## config.mk

```make
export PLATFORM = sky130hd
export DESIGN_NAME = cv32e40p_instr_bus_arbiter
export DESIGN_NICKNAME = d
export VERILOG_FILES = /design/src/rtl/cv32e40p_instr_bus_arbiter.sv
export SDC_FILE = /design/constraint.sdc
export NUM_CORES = 1
export LEC_CHECK = 0
export ABC_AREA = 1
export CORE_UTILIZATION = 20
export CTS_CLUSTER_SIZE = 12
export DETAILED_ROUTE_END_ITERATION = 12
export GPL_TIMING_DRIVEN = 0
export MAX_ROUTING_LAYER = met4
export PLACE_DENSITY = 0.77
export SLEW_MARGIN = 10
export SYNTH_ARGS = -nofsm -noshare
export SYNTH_HDL_FRONTEND = slang
export SYNTH_SLANG_ARGS = --single-unit
```

## constraint.sdc

```tcl
create_clock -name clk -period 1.36 [get_ports clk]
set_input_delay 0.272 -clock clk [delete_from_list [all_inputs] [get_ports clk]]
set_output_delay 0.272 -clock clk [all_outputs]
set_load 0.1 [all_outputs]
```

## src/rtl/cv32e40p_instr_bus_arbiter.sv

```systemverilog
`default_nettype none
// ============================================================================
// Module   : cv32e40p_instr_bus_arbiter
// Brief    : Two-requester OBI arbiter sharing the single instruction-memory
//            port between the IF-stage prefetcher (requester 0) and a
//            secondary instruction-side master (requester 1). One address
//            phase is granted per cycle. Up to MAX_OUTSTANDING transactions
//            may be in flight. Responses are routed back in order using a
//            1-bit requester-id tag FIFO.
// Ports    : clk, rst_n (async, active-low)
//            m0_* / m1_* : requester-side OBI (req/addr in, gnt/rvalid/rdata/err out)
//            s_*         : memory-side OBI (req/addr out, gnt/rvalid/rdata/err in)
//            busy_o         : one or more transactions outstanding
//            protocol_err_o : response seen with nothing outstanding
// Revision : 1.0 - initial release
// ============================================================================
module cv32e40p_instr_bus_arbiter #(
    parameter int MAX_OUTSTANDING = 2,     // legal 1..8
    parameter bit FIXED_PRIO      = 1'b0   // 0: round-robin, 1: requester 0 wins ties
) (
    input  logic        clk,
    input  logic        rst_n,

    input  logic        m0_req_i,
    input  logic [31:0] m0_addr_i,
    output logic        m0_gnt_o,
    output logic        m0_rvalid_o,
    output logic [31:0] m0_rdata_o,
    output logic        m0_err_o,

    input  logic        m1_req_i,
    input  logic [31:0] m1_addr_i,
    output logic        m1_gnt_o,
    output logic        m1_rvalid_o,
    output logic [31:0] m1_rdata_o,
    output logic        m1_err_o,

    output logic        s_req_o,
    output logic [31:0] s_addr_o,
    input  logic        s_gnt_i,
    input  logic        s_rvalid_i,
    input  logic [31:0] s_rdata_i,
    input  logic        s_err_i,

    output logic        busy_o,
    output logic        protocol_err_o
);

    localparam int c_CNT_W      = $clog2(MAX_OUTSTANDING + 1);
    localparam int c_PTR_W      = (MAX_OUTSTANDING > 1) ? $clog2(MAX_OUTSTANDING) : 1;
    // Storage is rounded up to a power of two so any pointer value indexes a
    // real bit; only the first MAX_OUTSTANDING entries are ever used.
    localparam int c_FIFO_DEPTH = 1 << c_PTR_W;

    localparam logic [c_CNT_W-1:0] c_CNT_MAX  = c_CNT_W'(MAX_OUTSTANDING);
    localparam logic [c_PTR_W-1:0] c_PTR_LAST = c_PTR_W'(MAX_OUTSTANDING - 1);

    // ------------------------------------------------------------------
    // State
    // ------------------------------------------------------------------
    logic [c_CNT_W-1:0]      r_cnt;
    logic [c_PTR_W-1:0]      r_wr_ptr;
    logic [c_PTR_W-1:0]      r_rd_ptr;
    logic [c_FIFO_DEPTH-1:0] r_tags;
    logic                    r_last;

    // ------------------------------------------------------------------
    // Combinational arbitration and routing
    // ------------------------------------------------------------------
    logic w_tie_winner;
    logic w_winner;
    logic w_full;
    logic w_empty;
    logic w_hs;
    logic w_pop;
    logic w_head;

    if (FIXED_PRIO) begin : g_fixed_prio
        assign w_tie_winner = 1'b0;
    end else begin : g_round_robin
        // Favour whoever did not win the previous handshake.
        assign w_tie_winner = ~r_last;
    end

    // m1 wins only if it requests and either m0 is idle or the tie goes to m1.
    // With no requester active the winner is 0, so s_addr_o follows m0_addr_i.
    assign w_winner = m1_req_i & (~m0_req_i | w_tie_winner);

    assign w_full  = (r_cnt == c_CNT_MAX);
    assign w_empty = (r_cnt == '0);

    // full deliberately ignores a same-cycle response: keeps s_rvalid_i out
    // of the s_req_o cone.
    assign s_req_o  = (m0_req_i | m1_req_i) & ~w_full;
    assign s_addr_o = w_winner ? m1_addr_i : m0_addr_i;

    assign w_hs     = s_req_o & s_gnt_i;
    assign m0_gnt_o = w_hs & ~w_winner;
    assign m1_gnt_o = w_hs &  w_winner;

    assign w_head = r_tags[r_rd_ptr];
    assign w_pop  = s_rvalid_i & ~w_empty;

    assign m0_rvalid_o = w_pop & ~w_head;
    assign m1_rvalid_o = w_pop &  w_head;
    assign m0_rdata_o  = s_rdata_i;
    assign m1_rdata_o  = s_rdata_i;
    assign m0_err_o    = s_err_i;
    assign m1_err_o    = s_err_i;

    // A response with nothing outstanding is dropped and flagged; it leaves
    // the state untouched because w_pop is already qualified by ~w_empty.
    assign protocol_err_o = s_rvalid_i & w_empty;
    assign busy_o         = ~w_empty;

    // ------------------------------------------------------------------
    // Pointer advance, wrapping modulo MAX_OUTSTANDING
    // ------------------------------------------------------------------
    function automatic logic [c_PTR_W-1:0] ptr_inc(input logic [c_PTR_W-1:0] p);
        return (p == c_PTR_LAST) ? '0 : p + c_PTR_W'(1);
    endfunction

    // ------------------------------------------------------------------
    // Sequential state
    // ------------------------------------------------------------------
    always_ff @(posedge clk or negedge rst_n) begin
        if (!rst_n) begin
            r_cnt    <= '0;
            r_wr_ptr <= '0;
            r_rd_ptr <= '0;
            r_tags   <= '0;
            r_last   <= 1'b1;   // requester 0 wins the first tie
        end else begin
            if (w_hs) begin
                r_tags[r_wr_ptr] <= w_winner;
                r_wr_ptr         <= ptr_inc(r_wr_ptr);
                r_last           <= w_winner;
            end
            if (w_pop) begin
                r_rd_ptr <= ptr_inc(r_rd_ptr);
            end
            // Simultaneous push and pop leave the count unchanged.
            case ({w_hs, w_pop})
                2'b10:   r_cnt <= r_cnt + c_CNT_W'(1);
                2'b01:   r_cnt <= r_cnt - c_CNT_W'(1);
                default: r_cnt <= r_cnt;
            endcase
        end
    end

endmodule
`default_nettype wire

```

==> metrics.md, run 1 <==
| Metric | Value |
|---|---|
| Outcome | finished with violations |
| Violated checks | negative setup slack |
| Final-report setup violation count | 41 |
| RSZ-0062 raised after global routing | yes |
| Dpl hpwl | 4680 um |
| Switch Pwr | 4.39 mW |
| Power per standard cell area | 1440 nW/um^2 |
| Routed Antenna Nets | 0 |
| Final Util | 0.823 |
| Final hold vios | 0 |
| Die W | 82.6 um |
| Initial DRC count | 21 |
| Avg Cell Area, Syn | 5.88 sq um |
| Area growth syn-to-layout | 300% |
| Clock buffer depth | 2 |
| Sequential area share after synthesis | 0.136 |
| Initial core utilization | 0.206 |
| Lkg Pwr | 2.21 nW |
| Top delay family on crit path | buffers and inverters |
| Largest net degree at the start of global routing | 11 |
| H-tree depth | 1 |
| Crit. End Element | output port |
| Final non-filler cell total | 502 |
| Placed Area | 3730 sq um |
| Layout cells sized above 1 | 0.755 |
| Req. time, crit path | 1.09 ns |
| Total grt overflow | 0 |
| Final instance area | 5190 sq um |
| Total negative slack | -16.44 ns |
| Vias in the first global route | 2253 |
| Max Cap Viol | 0 |
| Crit path largest cell delay | 0.55 ns |
| Die height | 82.6 um |
| Final Cycle Share | 1.36 |
| WL final | 7480 um |
| Worst vdd ir | 1130 uV |
| Std cell rows | 29 |
| GP Congestion | 0.739 |
| Crit-path cells | a21oi_4 > buf_8 > inv_8 > buf_16 > nand2_8 > nand2_8 > buf_12 |
| Reg clk slew, reported paths | 0.04 ns |
| Clk sinks | 7 |
| Post-Syn Area | 1300 sq um |
| Combinational Power Share | 0.904 |
| CP Launch Type | flop |
| Slew HR | 0.628 |
| Yosys synthesis warning count | 0 |
| ANT cells | 0 |
| Gr usage total | 0.212 |
| Post-DR vias/cell | 4.25 |
| Final hold slack | 0.312 ns |
| Num CTS Buffers | 3 |
| First-pass DRT Iterations | 6 |
| Post-Syn Nets | 325 |
| Hold-fix buffers, CTS | 0 |
| Area of the die | 6830 sq um |
| Gate Count Post-Synth | 221 |
| Yosys cell types | 18 |
| Total Nets Final | 530 |
| Clock Power Share | 0.040 |
| Hold WC Path Type | in -> async |
| Sequential share of power | 0.056 |
| Critical path fanouts, max | 5 |
| Yosys top cell area share | 0.381 |
| Port bufs | 174 |
| Int Pwr | 3.11 mW |
| Worst slew pin tran | 0.561 ns |
| Crit path buffers/inverters | 4 |
| Switching Fraction | 0.585 |
| CTS tree | done |
| Critical Setup Path Class | reg -> out |
| Max Clock Skew | 0.00103 ns |
| Final worst setup slack | -0.489 ns |
| WP depth | 7 |
| Worst path slowest cell | dfstp_2 |
| CP Data Arrival Time | 1.58 ns |
| Max Clk Rate | 0.541 GHz |
| R2R depth | 10 |
| Initial antenna violation count | 0 |
| First-pass GRT wire length | 10500 um |
| WL/cell | 14.9 um |
| Top cells by area, synth | buf_4, nand2_1, dfrtp_1 |
| Flops & latches, synth | 7 |
| Max Slew Vio Count | 0 |
| Top cell by count, worst path | nand2_8 |
| Placed insts | 472 |
| CORE AREA | 6310 sq um |
| DR DRC count | 0 |
| Routed via count | 2131 |
| Synth area leader | buf_4 |
| IO Pins | 208 |
| CTS root buffer | clkbuf_8 |
| Crit path time final | 1.85 ns |
| Clk_lat worst skew | 0.23 ns |
state kept, by name (all words and copies together), names as in the netlist:
register and count:
r_cnt 2, r_rd_ptr 1, r_tags 2, r_wr_ptr 1, r_last 1
worst reg2reg max path, stage by stage, from the launching register on:
cell,delay [ns]
dfrtp_1,0.39
inv_2,0.10
buf_12,0.11
nand2_8,0.06
nand2_8,0.08
inv_6,0.03
buf_4,0.13
ha_4,0.24
inv_2,0.05
nand3_2,0.05
xor2_1,0.14
per-layer routing:
| metal | up-vias | global-route usage | wire, um |
|---|---|---|---|
| met1 | 973 | 0.209 | 2570 |
| met2 | 131 | 0.411 | 4150 |
| met3 | 16 | 0.0473 | 594 |
| met5 | - | - | 0 |
| li1 | 1011 | - | - |
| met4 | 0 | 0.0655 | 159 |
cell usage in the layout (no fill, tap or decap), types with 2 or more instances in the layout:
cell type and n:
buf_12 44, clkdlybuf4s50_1 65, nand2_8 57, inv_1 5
dlygate4sd2_1 4, nand4_1 4, nand2_4 9, buf_16 4
buf_4 81, nand2_2 30, clkbuf_8 3, xnor2_1 2
nor2_4 6, dfrtp_1 6, inv_2 4, clkdlybuf4s15_2 66
buf_6 6, nand2_1 14
area by class of cell:
type | instances | area (sq um)
plain buffers | 72 | 606
clock buffers | 4 | 45.0
fillers | 353 | 1120
inverters | 11 | 58.8
multi-input cells | 131 | 1700
flip-flops and latches | 7 | 176
well taps | 77 | 96.3
repair buffers | 199 | 2500
repair inverters | 1 | 11.3
cells in the mapped netlist (all sizes together):
cell and number:
nand2 110, buf 72, inv 11, nor2 7, dfrtp 6, nand4 4
nand3 2, o21ai 2, xnor2 2, a21oi 1, and2 1, dfstp 1
ha 1, xor2 1
metrics by stage:
step                total power [mW]  worst slack [ns]
global placement                5.25             -1.68
global route                    7.75            -0.534
CTS                             7.20            -0.477
floorplan                       4.31            -0.172
finish                          7.50            -0.489
detailed placement              5.30             -1.68
kinds of logic (layout without fill, tap and decap cells):
family          count (synthesis)  in the layout  share of synthesized area
simple gates                  124            124                      0.373
buf+inv                        83            287                      0.441
flops                           7              7                      0.136
compound gates                  3              3                     0.0202
xor+xnor                        3              3                     0.0202
fa+ha+maj                       1              1                    0.00962
worst paths after layout:
kind / startpoint / to / slack (ns)
setup reg to reg: r_cnt[0]$_DFFE_PN0P_ / r_cnt[1]$_DFFE_PN0P_ / -0.13
min in group clk: r_tags[1]$_DFFE_PN0P_ / r_tags[1]$_DFFE_PN0P_ / 0.49
hold reg to reg: r_tags[1]$_DFFE_PN0P_ / r_tags[1]$_DFFE_PN0P_ / 0.49
setup / recovery: r_last$_DFFE_PN1N_ / s_addr_o[6] / -0.49
hold / removal: rst_n / r_tags[1]$_DFFE_PN0P_ / 0.31
max in group asynchronous: rst_n / r_last$_DFFE_PN1N_ / 0.75
power groups by stage:
stage	combinational [mW]	sequential, mW	clock [mW]
after global placement	4.83	0.417	0
after detailed placement	4.87	0.425	0
after global routing	7.00	0.427	0.324
after CTS	6.48	0.409	0.306
after floorplan	3.91	0.406	0
final	6.78	0.419	0.303
repair_timing:
action / in CTS / in global routing
gates resized for setup: 699 / 9
endpoints found under the setup margin: 107 / 41
buffers inserted: 15 / 7
pin swaps: 6 / 4
gates cloned: 4 / 0
No activity file was read; power rests on OpenSTA's default activity.
==> run 2: changes to the inputs <==
- CORE_AREA: not set -> 2 2 82 84
- CORE_UTILIZATION: 20 -> not set
- DIE_AREA: not set -> 0 0 84 86
- DONT_BUFFER_PORTS: not set -> 1
- PLACE_DENSITY: 0.77 -> not set
==> run 2 against run 1 <==
Effect of this change: the flow still finishes with violations (negative setup slack); routed wire length is 41% lower; fmax up 0.23%; global-route usage shrank 9.7 points; total power down 26%; sequential cell count unchanged; via count shrank 36%; highest routed layer unchanged; final cell count shrank 36%; clock power is essentially flat; critical endpoint is now m0_gnt_o; sequential share of layout area increased by 3.1 points; first-iteration DRC count is 67% lower; count of clock-buffer cells in the layout is the same.
==> metrics.md, run 2 (synthesis gave the netlist of run 1 again) <==
| Metric | Value |
|---|---|
| DR DRC count | 0 (unchanged) |
| H-tree depth | 1 (unchanged) |
| Reg2reg end | r_cnt[1]$_DFFE_PN0P_ (unchanged) |
| Post-DR vias/cell | 4.25 (about the same) |
| Total negative slack | -14.83 ns (was -16.44 ns) |
| Die height | 86 um (was 82.6 um) |
| Final non-filler cell total | 320 (was 502) |
| Max Cap Viol | 0 (unchanged) |
| Final hold slack | 0.183 ns (was 0.312 ns) |
| Lkg Pwr | 1.25 nW (was 2.21 nW) |
| Switching Fraction | 0.698 (was 0.585) |
| Commonest cells after routing, fill and taps aside | buf_4, nand2_8, nand2_4, nand2_2, nand2_1 (was buf_4, clkdlybuf4s15_2, clkdlybuf4s50_1) |
| Top Registers | r_cnt x2, r_tags x2 (unchanged) |
| Clk_lat worst skew | 0.23 ns (about the same) |
| Area growth syn-to-layout | 108% (was 300%) |
| Power per standard cell area | 2030 nW/um^2 (was 1440 nW/um^2) |
| Req. time, crit path | 1.09 ns (about the same) |
| Final-report setup violation count | 42 (was 41) |
| Dpl hpwl | 3340 um (was 4680 um) |
| Layout cells sized above 1 | 0.819 (was 0.755) |
| Hold path cells | 2 |
| Num CTS Buffers | 3 (unchanged) |
| Total Nets Final | 348 (was 530) |
| Std cell rows | 29 (unchanged) |
| Switch Pwr | 3.85 mW (was 4.39 mW) |
| Placed Area | 1990 sq um (was 3730 sq um) |
| RSZ-0062 raised after global routing | yes (unchanged) |
| Crit path time final | 1.84 ns (was 1.85 ns) |
| Int Pwr | 1.67 mW (was 3.11 mW) |
| Slew HR | 0.565 (was 0.628) |
| CP Launch Type | flop (unchanged) |
| Max Clock Skew | 0.00486 ns (was 0.00103 ns) |
| IO Pins | 208 (unchanged) |
| Worst slew pin tran | 0.651 ns (was 0.561 ns) |
| Combinational Power Share | 0.871 (was 0.904) |
| CORE AREA | 6280 sq um (was 6310 sq um) |
| WL/cell | 13.8 um (was 14.9 um) |
| Placed insts | 298 (was 472) |
| ANT cells | 0 (unchanged) |
| Crit. End Element | output port (unchanged) |
| Final Cycle Share | 1.36 (about the same) |
| Total grt overflow | 0 (unchanged) |
| Clock Power Share | 0.055 (was 0.040) |
| GP Congestion | 0.719 (was 0.739) |
| Routed via count | 1360 (was 2131) |
| Port bufs | 0 (was 174) |
| Largest net degree at the start of global routing | 11 (unchanged) |
| Final instance area | 2710 sq um (was 5190 sq um) |
| Setup crit start | r_last$_DFFE_PN1N_ (unchanged) |
| Max Slew Vio Count | 0 (unchanged) |
| Violated checks | negative setup slack (unchanged) |
| Clock buffer depth | 2 (unchanged) |
| R2R depth | 9 (was 10) |
| CTS tree | done (unchanged) |
| Reg clk slew, reported paths | 0.04 ns (about the same) |
| Power, Total | 5.51 mW (was 7.50 mW) |
| First-pass GRT wire length | 6470 um (was 10500 um) |
| Reg-to-reg slack, setup | -0.16 ns (was -0.13 ns) |
| Area of the die | 7220 sq um (was 6830 sq um) |
| Final worst setup slack | -0.484 ns (was -0.489 ns) |
| Worst vdd ir | 947 uV (was 1130 uV) |
| Die W | 84 um (was 82.6 um) |
| Critical R2R Launch | r_cnt[0]$_DFFE_PN0P_ (unchanged) |
| Critical path fanouts, max | 3 (was 5) |
| Crit path to | m0_gnt_o (was s_addr_o[6]) |
| Initial DRC count | 7 (was 21) |
| Outcome | finished with violations (unchanged) |
| WL final | 4420 um (was 7480 um) |
| Hold WC Path Type | in -> reg (was in -> async) |
| Gr usage total | 0.115 (was 0.212) |
| Commonest non-fill, non-tap cell in the layout | buf_4 (unchanged) |
| First-pass DRT Iterations | 4 (was 6) |
| CP Data Arrival Time | 1.57 ns (was 1.58 ns) |
| Critical Setup Path Class | reg -> out (unchanged) |
| Final hold vios | 0 (unchanged) |
| Routed Antenna Nets | 0 (unchanged) |
| CTS root buffer | clkbuf_8 (unchanged) |
| Max Clk Rate | 0.542 GHz (was 0.541 GHz) |
| Clk sinks | 7 (unchanged) |
| Sequential share of power | 0.074 (was 0.056) |
| Vias in the first global route | 1266 (was 2253) |
| Initial antenna violation count | 0 (unchanged) |
| Initial core utilization | 0.207 (was 0.206) |
run 2: changes by cell type in the layout (fill, tap and decap cells not counted), sizes merged:
cell	previous run	this run
clkdlybuf4s15	66	0
clkdlybuf4s50	65	0
buf	136	89
dlygate4sd2	4	0
dlygate4sd3	0	1
inv	12	11
run 2: repair_timing:
action                                  CTS  global route
resized for setup                       116             9
cloned                                    2             0
endpoints found under the hold margin     7             0
pin swaps                                35            29
hold buffers                              1             0
endpoints found under the setup margin   42            42
setup buffers                            14             1
run 2: worst min path at each step:
stage / from / endpoint / slack (ns)
final: s_gnt_i / r_tags[1]$_DFFE_PN0P_ / 0.18
after global routing: s_gnt_i / r_tags[0]$_DFFE_PN0P_ / 0.19
after CTS: s_gnt_i / r_tags[1]$_DFFE_PN0P_ / 0.18
after detailed placement: rst_n / r_tags[1]$_DFFE_PN0P_ / -0.02
after global placement: rst_n / r_wr_ptr$_DFFE_PN0N_ / -0.02
after floorplan: rst_n / r_cnt[0]$_DFFE_PN0P_ / -0.02
run 2: critical path: stages (launching register included):
cell,delay (ns)
dfstp_2,0.55
a21oi_4,0.07
buf_6,0.13
buf_8,0.11
nor2_4,0.47
run 2: cell type report:
class	count	area [sq um]
buffer	72	596
clock buffer	4	45.0
fill	589	3570
inverter	11	46.3
multi-input combinational	131	1530
sequential	7	176
tap	77	96.3
timing repair buffer	18	220
run 2: power by group through the flow:
stage	Combinational (mW)	Sequential, mW	Clock, mW
after detailed placement	4.09	0.421	0
after global routing	4.98	0.424	0.325
after global placement	4.07	0.421	0
after floorplan	3.91	0.406	0
final	4.80	0.409	0.301
after CTS	4.77	0.408	0.308
run 2: metrics by stage:
stage / setup slack [ns] / utilization
floorplan: -0.172 / -
global route: -0.523 / 0.432
detailed placement: -0.453 / 0.317
CTS: -0.521 / 0.424
finish: -0.484 / 0.432
global placement: -0.437 / 0.317
run 2: routing by layer:
| layer | GRT usage | vias to the layer above | share of wire |
|---|---|---|---|
| met5 | - | - | 0 |
| met4 | 0.0176 | 0 | 0.0048 |
| met3 | 0.0346 | 2 | 0.11 |
| met2 | 0.225 | 115 | 0.60 |
| met1 | 0.114 | 594 | 0.29 |
| li1 | - | 649 | - |
